--- src/rtl/gcd_rr_scheduler.sv ---
// gcd_rr_scheduler
//   Round-robin front end that shares one subtractive GCD engine among
//   N_REQ requesters. A granted job is dispatched as: engine clear, operand A
//   with a start pulse, operand B, then a RUN phase that ends on engine done
//   or on a saturating timeout. The result is returned with a one-cycle,
//   one-hot ack to the granted requester.
//
//   Optional build macro GCD_ZERO_GUARD_EN: when defined, a job with a zero
//   operand is answered directly (result = A|B, err = 0) one cycle after
//   grant, without touching the engine. When undefined, such a job is
//   dispatched normally and ends by timeout.
//
// Ports
//   clk, rst      clock (rising edge), synchronous active-high reset
//   req[N_REQ]    level job request per requester
//   opa, opb      packed operands, requester i at [i*W +: W]
//   ack[N_REQ]    one-hot job-complete pulse
//   result[W]     GCD result, valid with ack and held until the next ack
//   err           valid with ack, 1 = job aborted by timeout
//   busy          high whenever the scheduler is not idle
//   gcd_clr       one-cycle engine clear
//   gcd_start     engine start pulse (accompanies operand A)
//   gcd_din[W]    engine operand bus
//   gcd_done      engine done (level), gcd_result valid while high
//   gcd_result[W] engine result
module gcd_rr_scheduler #(
    parameter int N_REQ       = 4,
    parameter int W           = 8,
    parameter int TIMEOUT_CYC = 1023
) (
    input  logic               clk,
    input  logic               rst,
    input  logic [N_REQ-1:0]   req,
    input  logic [N_REQ*W-1:0] opa,
    input  logic [N_REQ*W-1:0] opb,
    output logic [N_REQ-1:0]   ack,
    output logic [W-1:0]       result,
    output logic               err,
    output logic               busy,
    output logic               gcd_clr,
    output logic               gcd_start,
    output logic [W-1:0]       gcd_din,
    input  logic               gcd_done,
    input  logic [W-1:0]       gcd_result
);

    localparam int IW = (N_REQ > 1) ? $clog2(N_REQ) : 1;
    localparam int CW = $clog2(TIMEOUT_CYC + 1);
    // Counter value seen in the last permitted RUN cycle.
    localparam logic [CW-1:0] CNT_LAST = CW'(TIMEOUT_CYC - 1);

    typedef enum logic [2:0] {
        IDLE,
        CLEAR,
        LOAD_A,
        LOAD_B,
        RUN,
        RESP
    } state_t;

    state_t          state;
    logic [IW-1:0]   rr;
    logic [IW-1:0]   gidx;
    logic [W-1:0]    a_lat;
    logic [W-1:0]    b_lat;
    logic [CW-1:0]   cnt;

    logic            any_req;
    logic [IW-1:0]   gnt_idx;
    logic [W-1:0]    sel_a;
    logic [W-1:0]    sel_b;

    // Saturating increment: the RUN counter never wraps.
    function automatic logic [CW-1:0] sat_inc(input logic [CW-1:0] v);
        if (v == {CW{1'b1}})
            return v;
        return v + CW'(1);
    endfunction

    function automatic logic [N_REQ-1:0] onehot(input logic [IW-1:0] idx);
        logic [N_REQ-1:0] v;
        v      = '0;
        v[idx] = 1'b1;
        return v;
    endfunction

    // Round-robin pick: first asserted request at or after rr+1, wrapping.
    // The loop runs from the farthest candidate to the nearest so the
    // nearest one is the final assignment.
    always_comb begin
        any_req = 1'b0;
        gnt_idx = rr;
        for (int k = N_REQ; k >= 1; k--) begin
            if (req[(int'(rr) + k) % N_REQ]) begin
                any_req = 1'b1;
                gnt_idx = IW'((int'(rr) + k) % N_REQ);
            end
        end
    end

    always_comb begin
        sel_a = opa[int'(gnt_idx)*W +: W];
        sel_b = opb[int'(gnt_idx)*W +: W];
    end

    // Outputs are registered and set on the edge that enters the state
    // they belong to, so each is visible for exactly that state's cycle.
    always_ff @(posedge clk) begin
        if (rst) begin
            state     <= IDLE;
            rr        <= IW'(N_REQ - 1);
            cnt       <= '0;
            ack       <= '0;
            result    <= '0;
            err       <= 1'b0;
            busy      <= 1'b0;
            gcd_clr   <= 1'b0;
            gcd_start <= 1'b0;
            gcd_din   <= '0;
        end else begin
            ack       <= '0;
            gcd_clr   <= 1'b0;
            gcd_start <= 1'b0;
            case (state)
                IDLE: begin
                    if (any_req) begin
                        gidx  <= gnt_idx;
                        a_lat <= sel_a;
                        b_lat <= sel_b;
                        rr    <= gnt_idx;
                        busy  <= 1'b1;
`ifdef GCD_ZERO_GUARD_EN
                        if (sel_a == '0 || sel_b == '0) begin
                            // A|B is the nonzero operand, or 0 if both are zero.
                            state  <= RESP;
                            ack    <= onehot(gnt_idx);
                            result <= sel_a | sel_b;
                            err    <= 1'b0;
                        end else begin
                            state   <= CLEAR;
                            gcd_clr <= 1'b1;
                        end
`else
                        state   <= CLEAR;
                        gcd_clr <= 1'b1;
`endif
                    end
                end
                CLEAR: begin
                    state     <= LOAD_A;
                    gcd_din   <= a_lat;
                    gcd_start <= 1'b1;
                end
                LOAD_A: begin
                    state   <= LOAD_B;
                    gcd_din <= b_lat;
                end
                LOAD_B: begin
                    state <= RUN;
                    cnt   <= '0;
                end
                RUN: begin
                    cnt <= sat_inc(cnt);
                    // done takes precedence over a coincident timeout
                    if (gcd_done) begin
                        state  <= RESP;
                        ack    <= onehot(gidx);
                        result <= gcd_result;
                        err    <= 1'b0;
                    end else if (cnt == CNT_LAST) begin
                        state  <= RESP;
                        ack    <= onehot(gidx);
                        result <= '0;
                        err    <= 1'b1;
                    end
                end
                RESP: begin
                    state <= IDLE;
                    busy  <= 1'b0;
                end
                default: begin
                    state <= IDLE;
                    busy  <= 1'b0;
                end
            endcase
        end
    end

endmodule

--- config.mk ---
export PLATFORM = sky130hd
export DESIGN_NAME = gcd_rr_scheduler
export DESIGN_NICKNAME = d
export VERILOG_FILES = /design/src/rtl/gcd_rr_scheduler.sv
export SDC_FILE = /design/constraint.sdc
export NUM_CORES = 1
export LEC_CHECK = 0
export BUFFER_PORTS_ARGS = -buffer_cell sky130_fd_sc_hd__buf_2
export CORE_MARGIN = 2
export CORE_UTILIZATION = 54
export DETAILED_ROUTE_END_ITERATION = 12
export PLACE_DENSITY = 0.93
export SLEW_MARGIN = 20
export SYNTH_ARGS = -nofsm -noshare
export SYNTH_HDL_FRONTEND = slang
export SYNTH_SLANG_ARGS = --single-unit
--- constraint.sdc ---
create_clock -name clk -period 4.3 [get_ports clk]
set_input_delay 0.43 -clock clk [delete_from_list [all_inputs] [get_ports clk]]
set_output_delay 0.43 -clock clk [all_outputs]
set_load 0.03 [all_outputs]
Word level (Yosys, flattened, before mapping)
Index checks and enable logic that the tools add are counted.

word-level totals
  register bits after elaboration = 57
  input bits = 79
  output and inout bits = 24

operators by class
  muxes and demuxes = 42
  reductions and logical operators = 18
  equal/unequal tests = 9
  shift operators = 2
  order comparisons = 6
  bitwise logic cells = 8
  add/subtract/negate cells = 5

operators with widths
  kind                   count
  $shiftx 32x6->8        2
  $mux 1                 21
  $eq 10x10->1 const B   2
  $pmux 10 s2            1
  $lt 3x4->1 const B     4
  $mux 8                 2
  $pmux 8 s2             1
  $pmux 3 s5             1
  $reduce_or 2->1        6
  $add 10x1->10 const B  1
  $mux 10                1
  $reduce_and 2->1       5
  $mux 3                 3
  $bmux 1 s2             4
  $mux 2                 4
  $mux 4                 2
  $eq 3x2->1 const B     2
  $ne 3x3->1 const B     2
  $reduce_bool 2->1      3
  $add 2x1->2 const B    2
  $add 2x2->2 const B    2
  $and 1x1->1 const A    4
  $not 1->1              4
  $reduce_or 4->1        1
  10 further kinds       10

Longest topological paths before layout
  depth after elaboration = 12
  gate-level depth with buffers = 7
  depth with buffers taken out = 6

Worst setup path before layout
OpenSTA, ideal clock, no wires.

  path type = register to register
  start = register state[0]
  end = register a_lat[0] (enable)
  library setup time = 393 ps
  path slack = 2,024 ps
  arrival time = 1,883 ps
  stages on the path, launching flop included = 5
  path through = dfxtp_1 > buf_6 > or4_1 > clkbuf_1 > nor2_1

between the ends
  word-level cells in the longest chain between the ends = 2

ends and longest elaborated chain
  what                        RTL line  source
  from (decl)                 61        state_t state;
  from (signal assigned)      110       state <= IDLE;
  from (signal assigned)      144       state <= CLEAR;
  from (signal assigned)      150       state <= LOAD_A;
  $logic_not 3->1             124       case (state)
  $reduce_and 3->1 (no line)  n/a
  to (signal assigned)        128       a_lat <= sel_a;
  to (decl)                   64        logic [W-1:0] a_lat;

No other way between the ends.
A chain may end at the register's enable or synchronous reset.

Final worst setup path
  start = register rr[1]
  end = register b_lat[6], data pin

between the ends
  word-level cells in the longest chain between the ends = 9
  elaborated cells on any way between the ends = 21
  classes of those cells = add/sub: 4; shift: 1; mux: 16

ends and longest elaborated chain
  what                                        RTL line  source
  from (decl)                                 62        logic [IW-1:0] rr;
  from (signal assigned)                      111       rr <= IW'(N_REQ - 1);
  from (signal assigned)                      130       rr <= gnt_idx;
  $add 2x1->2                                 94, 96
  $bmux 1 s2                                  94        if (req[(int'(rr) + k) % N_REQ]) begin
  $mux 1 (not written as such) (2 in series)  94
  $mux 2 (3 in series)                        94
  $mux 2 *                                    94
  $shiftx 32x6->8 *                           103       sel_b = opb[int'(gnt_idx)*W +: W];
  net sel_b[6]                                71        logic [W-1:0] sel_b;
  to (signal assigned)                        129       b_lat <= sel_b;
  to (decl)                                   65        logic [W-1:0] b_lat;

Mark *: on every way through the listed nets, which the timed path passes. The rest lies on a longest branch. The select of a mux whose other input is x is not followed.

==> run_results.csv <==
group,metric,value,unit
sta,final_max_slew_viol_count,0,
pwr,p_clk_share,31.8,%
placed_design,portBuffers,102,
die,row_count,26,
synth,yosysWarnings,0,
cells_and_area,area_growth,25.1,%
pwr,power.density,431,mW/mm²
route,routed_wl,6380,µm
setup_path,path_buf_inv,1,
placed_design,dp_hpwl,4530,µm
route,route.detailed.drc,0,
pwr,p_leak,1.62,nW
synth,ys_top_cells_by_count,"mux2i_1, dfxtp_1, edfxtp_1",
die,dieArea,0.00598,mm²
sta,finalCriticalPeriod,2.38,ns
setup_path,crit_chain,"nand3b_1 -> a31oi_4 -> buf_4 -> mux2i_1 -> mux2i_1",
clock_network,post_cts_resized,0,
grt,antenna_found_initial,0,
die,fp.dieH,77.4,µm
route,avgViaCountPerCell,5.50,
grt,grt_pass1_vias,2347,
sta,fin_worst_skew,0.00754,ns
route,drt-pass1-iter-count,6,
cells_and_area,drive_above_1_share,35.3,%
pwr,combPwrFrac,25.8,%
route,dr_total_vias,2394,
min_path,min_path_type,"in -> reg",
synth,synth.largest_area_cell,"dfxtp_1",
route,final_antenna_net_count,0,
sta,tightestPinTransition,1.12,ns
pwr,max-vdd-ir-drop,0.291,mV
die,die_w,77.4,µm
synth,ys_types,43,
clock_network,clock_latency,0.33,ns
setup_path,worstPathRequired,4.34,ns
sta,slew_headroom,25.1,%
synth,synth_top_area_share,26.9,%
run,max_cap_violations,0,
clock_network,htree_levels,3,
pwr,power.internal,1.09,mW
sta,timing.hold.ws,0.305,ns
setup_path,cpPeakStageDelay,0.71,ns
synth,synth_edf_count,18,
clock_network,postCtsSetupBuffers,0,
outcome,run_status,"completed",
sta,fmax,419,MHz
clock_network,numClockSinks,57,
sta,setup_violations,0,
sta,tns,0,ns
grt,grt_first_pass_wirelength,10600,µm
setup_path,arrival,2.42,ns
setup_path,cp_max_fo,20,
synth,synth_nets,344,
sta,fin_crit_sh,55.5,%
pwr,swShare,30.4,%
setup_path,worstSetupEndpointType,"flip-flop",
clock_network,root_buffer,"clkbuf_8",
die,core_area,0.00514,mm²
setup_path,setup.worst_path.start_class,"flip-flop",
synth,ys_ff_latch,57,
synth,synth_area_leaders,"dfxtp_1, mux2i_1, edfxtp_1, a211oi_1, a22o_1",
setup_path,critPathTopFamily,"compound AO/OA/AOI/OAI gates",
grt,grt_max_degree,32,
clock_network,cts_tree,"done",
synth,yosysMostFrequentCell,"mux2i_1",
cells_and_area,diodes,0,
route,post_drt_wl_per_cell,14.7,µm
synth,netlist_area,0.00291,mm²
synth,syn-instance-count,263,
setup_path,critical_path_class,"reg -> reg",
clock_network,clk_pin_slew,0.06,ns
pwr,switching_power,0.476,mW
synth,seq_area_frac_synth,45.5,%
setup_path,critPathMostFrequentCell,"mux2i_1",
synth,syn_avg_cell_area,11.0,µm²
setup_path,crit_slowest_cell,"a31oi_4",
grt,overflow,0,
route,drt_iter0_drc,141,
synth,async_flop_share,0,%
cells_and_area,layout.nets,441,
clock_network,cts_buffers,9,
sta,finalHoldViolCount,0,
clock_network,cts_hold_buf,0,
clock_network,cts.path.max_buffers,2,
die,initial_utilization,56.5,%
die,design.portCount,103,
pwr,power_frac_seq,42.4,%
placed_design,place_congestion,0.822,
synth,yosys_most_used_dff,"dfxtp_1",
grt,grt_usage,22.7,%
sta,rsz0062_at_grt,"false",
-- final timing paths --
path                  from  endpoint  slack [ns]  cells past startpoint
hold reg to reg       busy      busy        0.46                      2
hold / removal    gcd_done       err        0.30                      2
setup / recovery     rr[1]  b_lat[6]        1.92                      5
setup reg to reg     rr[1]  b_lat[6]        1.92                      5
-- layout by cell type, fill, tap and decap left out, drive strengths merged, types with 8 or more instances in the layout --
cell / count
a211oi: 11
a22o: 8
buf: 104
clkbuf: 15
dfxtp: 39
edfxtp: 18
mux2i: 63
nand2: 16
nor2: 17
-- layer usage --
metal | part of all wire [%] | vias to the layer above | GRT usage (%)
met3 | 7.1 | 13 | 6.98
met2 | 49 | 106 | 38.3
met4 | 2.3 | 0 | 10.9
li1 | - | 1180 | -
met1 | 41 | 1095 | 26.3
met5 | 0 | - | 0
-- logic make-up after synthesis --
| group | Yosys count | share of synthesized area, % |
|---|---|---|
| AND/OR/NAND/NOR | 69 | 13.1 |
| multiplexers | 63 | 21.7 |
| flip-flops | 57 | 45.5 |
| AO/OA/AOI/OAI | 46 | 13.5 |
| buffers and inverters | 24 | 4.78 |
| XOR/XNOR | 2 | 0.603 |
| adder cells (fa/ha/maj) | 2 | 0.861 |
-- worst register-to-register path, delay by kind of cell, from the launching register on --
| family | cells | cell delay, ns |
|---|---|---|
| flip-flops | 1 | 0.46 |
| AO/OA/AOI/OAI | 1 | 0.71 |
| AND/OR/NAND/NOR | 1 | 0.17 |
| buffers and inverters | 1 | 0.40 |
| multiplexers | 2 | 0.35 |
-- registers in the layout, summed over array words and instances (netlist names) --
register,flops
a_lat,8
err,1
gcd_din,8
cnt,10
rr,2
gcd_start,1
result,8
b_lat,8
busy,1
gcd_clr,1
ack,4
state,3
gidx,2
-- final cells by class --
cell class	count	area, µm²
Inverter	6	22.5
Clock inverter	1	7.51
Timing Repair Buffer	104	526
Fill cell	379	1510
Clock buffer	15	196
Multi-Input combinational cell	182	1470
Sequential cell	57	1320
Tap cell	70	87.6
-- stage by stage --
step / worst slack [ns] / instance area, µm² / utilization [%] / total power [mW] / std cells
2_1_floorplan: 2.02 / 2910 / - / 0.979 / 263
3_3_place_gp: 1.94 / 3430 / 66.7 / 1.06 / 419
3_5_place_dp: 1.81 / 3430 / 66.7 / 1.08 / 419
4_1_cts: 1.91 / 3630 / 70.7 / 1.58 / 435
5_1_grt: 1.78 / 3630 / 70.7 / 1.64 / 435
6_report: 1.92 / 3630 / 70.7 / 1.57 / 435
-- power by group through the flow --
stage	registers, mW	clock network (mW)	logic, mW
detailed placement	0.674	0	0.403
finish	0.664	0.499	0.404
floorplan	0.701	0	0.278
global placement	0.670	0	0.387
CTS	0.664	0.505	0.408
global route	0.670	0.530	0.442
No activity file was read; power rests on OpenSTA's default activity.
